### src/rtl/addsub_accumulator.sv
`default_nettype none
// ============================================================================
// Module   : addsub_accumulator
// Purpose  : Sequential add/subtract accumulator stage. Accepts one command
//            (CLR / LOAD / ADD / SUB) with an operand over a valid/ready
//            handshake, applies it to a running accumulator, and presents the
//            registered result with carry, signed-overflow, zero and negative
//            flags over a second valid/ready handshake.
// Ports    : clk        rising-edge clock
//            rst_n      asynchronous active-low reset
//            in_valid   command/operand present
//            in_ready   block can accept a command
//            cmd        00 CLR, 01 LOAD, 10 ADD, 11 SUB
//            operand    operand b [WIDTH-1:0]
//            out_valid  result/flags valid
//            out_ready  downstream accepts result
//            acc        accumulator value [WIDTH-1:0]
//            carry      carry-out of last ADD/SUB (SUB: 1 = no borrow)
//            ovf        two's-complement overflow of last ADD/SUB
//            zero       acc == 0
//            neg        acc sign bit
// Revision : 1.0  initial release
// ============================================================================
module addsub_accumulator #(
    parameter int WIDTH = 4
) (
    input  logic             clk,
    input  logic             rst_n,
    input  logic             in_valid,
    output logic             in_ready,
    input  logic [1:0]       cmd,
    input  logic [WIDTH-1:0] operand,
    output logic             out_valid,
    input  logic             out_ready,
    output logic [WIDTH-1:0] acc,
    output logic             carry,
    output logic             ovf,
    output logic             zero,
    output logic             neg
);

    localparam logic [1:0] c_CMD_CLR  = 2'b00;
    localparam logic [1:0] c_CMD_LOAD = 2'b01;
    localparam logic [1:0] c_CMD_ADD  = 2'b10;
    localparam logic [1:0] c_CMD_SUB  = 2'b11;

    typedef enum logic [1:0] {
        c_IDLE = 2'd0,
        c_EXEC = 2'd1,
        c_DONE = 2'd2
    } state_t;

    state_t             r_state;
    logic [1:0]         r_cmd;
    logic [WIDTH-1:0]   r_operand;
    logic [WIDTH-1:0]   r_acc;
    logic               r_carry;
    logic               r_ovf;
    logic               r_zero;
    logic               r_neg;
    logic               r_in_ready;
    logic               r_out_valid;

    logic               w_sub;
    logic [WIDTH-1:0]   w_b_eff;
    logic [WIDTH:0]     w_sum;
    logic [WIDTH-1:0]   w_new_acc;
    logic               w_new_carry;
    logic               w_new_ovf;

    // Subtraction is addition of the one's complement plus a carry-in of 1,
    // so a carry-out of 1 on SUB means "no borrow".
    assign w_sub   = (r_cmd == c_CMD_SUB);
    assign w_b_eff = r_operand ^ {WIDTH{w_sub}};
    assign w_sum   = {1'b0, r_acc} + {1'b0, w_b_eff} + {{WIDTH{1'b0}}, w_sub};

    always_comb begin
        w_new_acc   = '0;
        w_new_carry = 1'b0;
        w_new_ovf   = 1'b0;
        case (r_cmd)
            c_CMD_CLR: begin
                w_new_acc = '0;
            end
            c_CMD_LOAD: begin
                w_new_acc = r_operand;
            end
            c_CMD_ADD, c_CMD_SUB: begin
                w_new_acc   = w_sum[WIDTH-1:0];
                w_new_carry = w_sum[WIDTH];
                // Overflow: both addends share a sign and the result's sign differs.
                w_new_ovf   = (r_acc[WIDTH-1] == w_b_eff[WIDTH-1]) &&
                              (w_sum[WIDTH-1] != r_acc[WIDTH-1]);
            end
            default: begin
                w_new_acc = '0;
            end
        endcase
    end

    // in_ready is registered: it comes up one edge after reset release and
    // is raised on the same edge that returns the FSM to IDLE.
    always_ff @(posedge clk or negedge rst_n) begin
        if (!rst_n) begin
            r_state     <= c_IDLE;
            r_cmd       <= c_CMD_CLR;
            r_operand   <= '0;
            r_acc       <= '0;
            r_carry     <= 1'b0;
            r_ovf       <= 1'b0;
            r_zero      <= 1'b1;
            r_neg       <= 1'b0;
            r_in_ready  <= 1'b0;
            r_out_valid <= 1'b0;
        end else begin
            case (r_state)
                c_IDLE: begin
                    r_in_ready <= 1'b1;
                    if (in_valid && r_in_ready) begin
                        r_cmd      <= cmd;
                        r_operand  <= operand;
                        r_in_ready <= 1'b0;
                        r_state    <= c_EXEC;
                    end
                end
                c_EXEC: begin
                    r_acc       <= w_new_acc;
                    r_carry     <= w_new_carry;
                    r_ovf       <= w_new_ovf;
                    r_zero      <= (w_new_acc == '0);
                    r_neg       <= w_new_acc[WIDTH-1];
                    r_out_valid <= 1'b1;
                    r_state     <= c_DONE;
                end
                c_DONE: begin
                    if (out_ready) begin
                        r_out_valid <= 1'b0;
                        r_in_ready  <= 1'b1;
                        r_state     <= c_IDLE;
                    end
                end
                default: begin
                    r_out_valid <= 1'b0;
                    r_in_ready  <= 1'b0;
                    r_state     <= c_IDLE;
                end
            endcase
        end
    end

    assign in_ready  = r_in_ready;
    assign out_valid = r_out_valid;
    assign acc       = r_acc;
    assign carry     = r_carry;
    assign ovf       = r_ovf;
    assign zero      = r_zero;
    assign neg       = r_neg;

endmodule
`default_nettype wire

### config.mk
export PLATFORM = sky130hd
export DESIGN_NAME = addsub_accumulator
export DESIGN_NICKNAME = d
export VERILOG_FILES = /design/src/rtl/addsub_accumulator.sv
export SDC_FILE = /design/constraint.sdc
export NUM_CORES = 1
export LEC_CHECK = 0
export ABC_AREA = 1
export CAP_MARGIN = 20
export CORE_ASPECT_RATIO = 0.9
export CORE_MARGIN = 3
export CORE_UTILIZATION = 51
export CTS_BUF_LIST = sky130_fd_sc_hd__clkbuf_2
export CTS_CLUSTER_SIZE = 12
export DETAILED_ROUTE_END_ITERATION = 8
export PLACE_DENSITY_LB_ADDON = 0.12
export SETUP_SLACK_MARGIN = 0.3
export SYNTH_ARGS = -nofsm -noshare
export SYNTH_HDL_FRONTEND = slang
export SYNTH_SLANG_ARGS = --single-unit
export TNS_END_PERCENT = 30
### constraint.sdc
create_clock -name clk -period 1.9 [get_ports clk]
set_input_delay 0.285 -clock clk [delete_from_list [all_inputs] [get_ports clk]]
set_output_delay 0.285 -clock clk [all_outputs]
set_load 0.1 [all_outputs]
==> results.cfg, run 1 <==
[routing]
drt_first_pass_iters = 6
drt_iter0_drc = 24
wirelength_mm = 2.32
via_per_inst = 5.18
routedWlPerCell_um = 14.0
ant_nets = 0
via_count = 860
drc = 0

[clock_tree]
cts_buffers = 3
htreeDepth = 1
clock_path_buffers = 2
clk_pin_slew_ps = 170
cts_tree = yes
root_buffer = clkbuf_2
clock_latency_ps = 300
cts.sinks = 17

[synth]
yosys.cell_types.count = 26
yosysSeqAreaShare = 0.456
synth_ff_type = dfrtp_1
yosys_warnings = 0
synthArstFlopShare = 1.00
synth_top_cell_by_area = dfrtp_1
syn_area_per_cell_um2 = 8.20
synth_nets = 129
synth.most_common_cell = nand2_1
syn_inst = 114
yosys.area.top_type_share = 0.428
synth_commonest_cells = nand2_1, dfrtp_1, nand3_1
ys_top_cells_by_area = dfrtp_1, nand2_1, ha_1
synth_edf_count = 0
synth_area_um2 = 935
ys_seq_elements = 17

[global_route]
grt_pass1_wl_mm = 3.47
grt_remaining_overflow = 0
grt_pass1_vias = 795
grtUsageTotal = 0.203
grt_max_degree = 18
antenna_found_initial = 0

[setup_path]
crit_type = flop to flop
arrival_ps = 2020
start_kind = flop
worstSetupEndpointType = flop
cp.required_ps = 2150
rr_startpoint = r_cmd[1]
startpoint = r_cmd[1]
cp_max_fo = 4

[sta]
skew_ps = 10.5
slew_viol_final = 0
worst_pin_slew_ps = 282
period_needed_ps = 1770
final-hold-violation-count = 0
fin_crit_sh = 0.933
setup_viol = 0
setup_tns_ps = 0
clock.fmax_ghz = 0.564
slew_headroom = 0.813
rsz0062_at_grt = true

[die]
dieArea_um2 = 2380
io_pins = 20
rows = 14
start_util = 0.550
core_um2 = 1700
fp.dieH_um = 46.6
die_w_um = 51.1

[placed_design]
port_buffers = 19
place_congestion = 0.913
dp_hpwl_mm = 1.55

[finish]
syn_to_final_growth_pct = 38.7
final_nets = 158
drive_above_1_share = 0.324
n_antenna_cell = 0

[outcome]
status = finished clean

[min_path]
hold_class = input pin to async pin

[run]
maxCapViolCount = 0
stage by stage:
stage	instances	setup slack, ps	cell area [um2]	hold slack, ps	utilization
after floorplan	114	192	958	-10.6	-
after global placement	158	119	1180	465	0.694
after detailed placement	158	68.0	1180	464	0.694
after CTS	163	141	1220	282	0.717
after global routing	166	48.8	1300	264	0.763
final	166	128	1300	285	0.763
what timing repair did:
item                                    CTS  global route
hold buffers                              0             0
pin swaps                                 1             4
resized for setup                         2             6
buffers inserted                          1             3
endpoints found under the setup margin    6             6
cells in the final DEF (no fill, tap or decap), types with 4 or more instances in the layout:
cell / Yosys / layout
buf_4: 1 / 17
clkbuf_2: 0 / 4
clkdlybuf4s50_1: 0 / 9
dfrtp_1: 16 / 12
inv_1: 5 / 5
inv_2: 4 / 5
nand2_1: 40 / 39
nand3_1: 8 / 8
o21ai_1: 7 / 7
registers in the layout, summed over array words and instances, names as in the netlist:
signal	flops
r_operand	4
out_valid	1
ovf	1
r_cmd	2
acc	4
zero	1
r_state	2
carry	1
in_ready	1
routing by layer:
layer  up-vias  global-route usage  part of all wire  routed length [um]
met1       401               0.260              0.44                1010
met2        32               0.321              0.49                1130
met4         0               0.108             0.023                  53
met5         -                   0                 0                   0
met3         6              0.0453             0.053                 122
li1        421                   -                 -                   -
critical path, cell delays in order (launching register included):
cell     delay, ps
dfrtp_1        460
nand2_4        150
xor2_4         220
ha_4           230
buf_4          130
xnor2_1        170
o21ai_1         90
nor2_1         120
nand3_1         80
nand2_1         60
cell type report:
class	count	area, um2
inverters	10	37.5
multi-input cells	84	537
clock buffers	4	20.0
flip-flops and latches	17	434
fillers	123	403
repair buffers	27	238
well taps	24	30.0
final timing paths:
path                                      to  slack, ps  cells after the start
worst max-delay path                    zero        130                      9
min in group clk                r_operand[1]        490                      3
worst max register to register          zero        130                      9
worst min-delay path            r_operand[0]        280                      2
max in group asynchronous               zero       1350                      2
worst min register to register         carry        500                      2
logic make-up (layout without fill, tap and decap cells):
logic type | count (synthesis) | in the layout | share of synthesized area
flops | 17 | 17 | 0.456
xor+xnor | 4 | 4 | 0.0375
simple gates | 60 | 60 | 0.282
compound gates | 15 | 15 | 0.0897
fa+ha+maj | 5 | 5 | 0.0750
buf+inv | 13 | 41 | 0.0589
Power of run 1 is left out: the tool's default activity adds up to more than one toggle a clock period on the data nets, which glitch-free logic cannot reach.
==> run 2: changes to the inputs <==
--- a/config.mk
+++ b/config.mk
@@ -7,7 +7,6 @@
 export LEC_CHECK = 0
 export ABC_AREA = 1
 export CAP_MARGIN = 20
-export CORE_ASPECT_RATIO = 0.9
 export CORE_MARGIN = 3
 export CORE_UTILIZATION = 51
 export CTS_BUF_LIST = sky130_fd_sc_hd__clkbuf_2
==> constraint.sdc (replaced) <==
create_clock -name clk -period 2 [get_ports clk]
set_input_delay 0.3 -clock clk [delete_from_list [all_inputs] [get_ports clk]]
set_output_delay 0.3 -clock clk [all_outputs]
set_load 0.1 [all_outputs]
==> run 2 against run 1 <==
Compared with the run above: sequential cell count unchanged; count of clock-buffer cells in the layout unchanged; first-iteration DRC count up 83%; final cell count unchanged; non-clock buffer count unchanged; setup slack better by 31 ps; die area about the same; critical path depth up 1; routed wire length down 2.8%; clock skew down 8.3 ps.
==> results.cfg, run 2 (same netlist as run 1, synthesis figures left out) <==
[sta]
slew_headroom = 0.795
slew_viol_final = 0
final-hold-violation-count = 0
setup_tns_ps = 0
setup_viol = 0
fin_crit_sh = 0.920
skew_ps = 2.18
rsz0062_at_grt = true
period_needed_ps = 1840
worst_pin_slew_ps = 305
clock.fmax_ghz = 0.543
setup_ws_ps = 160

[clock_tree]
cts.sinks = 17
cts_buffers = 3
htreeDepth = 1
root_buffer = clkbuf_2
postCtsHoldBufs = 0
cts_tree = yes
clock_path_buffers = 2
clk_pin_slew_ps = 160
clock_latency_ps = 290

[finish]
syn_to_final_growth_pct = 33.1
final_nets = 158
drive_above_1_share = 0.310
fill_cells = 120
n_antenna_cell = 0
ff_latch_area_um2 = 432
final_cell_mix = nand2_1, buf_4, dfrtp_1
layout_commonest_cell = nand2_1
stdcell_count = 166
multi_input_area_um2 = 499

[setup_path]
crit_chain = nand2_4 -> xor2_2 -> ha_1 -> nand2_1 -> inv_2 -> nand3_2 -> nand2_2 -> or2_1 -> nand3_1 -> nand2_1
worstSetupEndpointType = flop
start_kind = flop
cpMaxStageDelayCell = dfrtp_1
slowest_delay_ps = 440
cpMostUsedCell = nand2_1
path_buf_inv = 1
crit_type = flop to flop
cp.required_ps = 2200
arrival_ps = 2040
cp_max_fo = 5
cp_top_family = simple AND/OR/NAND/NOR gates

[routing]
ant_nets = 0
via_per_inst = 5.25
via_count = 871
wirelength_mm = 2.25
drt_iter0_drc = 44
drt_first_pass_iters = 4
routedWlPerCell_um = 13.6
drc = 0

[die]
core_um2 = 1610
die_w_um = 48.8
start_util = 0.580
fp.dieH_um = 48.8
dieArea_um2 = 2380
io_pins = 20
rows = 14

[placed_design]
dp_hpwl_mm = 1.49
port_buffers = 19
place_ws_ps = 129
dp_cells = 157
place_congestion = 0.964

[run]
maxCapViolCount = 0

[global_route]
grt_max_degree = 18
grt_pass1_wl_mm = 3.75
grt_remaining_overflow = 0
antenna_found_initial = 0
grtUsageTotal = 0.201
grt_pass1_vias = 843

[min_path]
hold_class = input pin to async pin

[outcome]
status = finished clean
[run 2: layer usage]
layer | wire length, um | global-route usage
met5 | 0 | 0
met4 | 14 | 0.0995
met3 | 158 | 0.0336
met2 | 1140 | 0.326
met1 | 943 | 0.260
[run 2: repair_timing]
action	CTS	global route
setup endpoints to repair	6	5
pin swaps	2	5
gates resized for setup	3	6
buffers inserted	4	1
[run 2: path summary, 6_finish.rpt]
check | slack [ps] | startpoint | endpoint | depth (start not counted)
max | 160 | r_cmd[0] | ovf | 10
min | 300 | rst_n | out_valid | 2
max reg2reg | 160 | r_cmd[0] | ovf | 10
min reg2reg | 510 | out_valid | out_valid | 2
max in group asynchronous | 1450 | rst_n | zero | 2
min in group clk | 510 | out_valid | out_valid | 2
[run 2: area by class of cell]
type	instances	area share
clock buffers	4	0.0161
inverters	10	0.0302
multi-input cells	84	0.401
flip-flops and latches	17	0.347
well taps	24	0.0241
repair buffers	27	0.181
[run 2: through the flow]
step / cell area, um2 / hold slack, ps / utilization
CTS: 1210 / 296 / 0.751
floorplan: 940 / 4.41 / -
global route: 1240 / 292 / 0.772
finish: 1240 / 303 / 0.772
global placement: 1140 / 464 / 0.707
detailed placement: 1140 / 467 / 0.707
Power of run 2 is left out for the same reason.
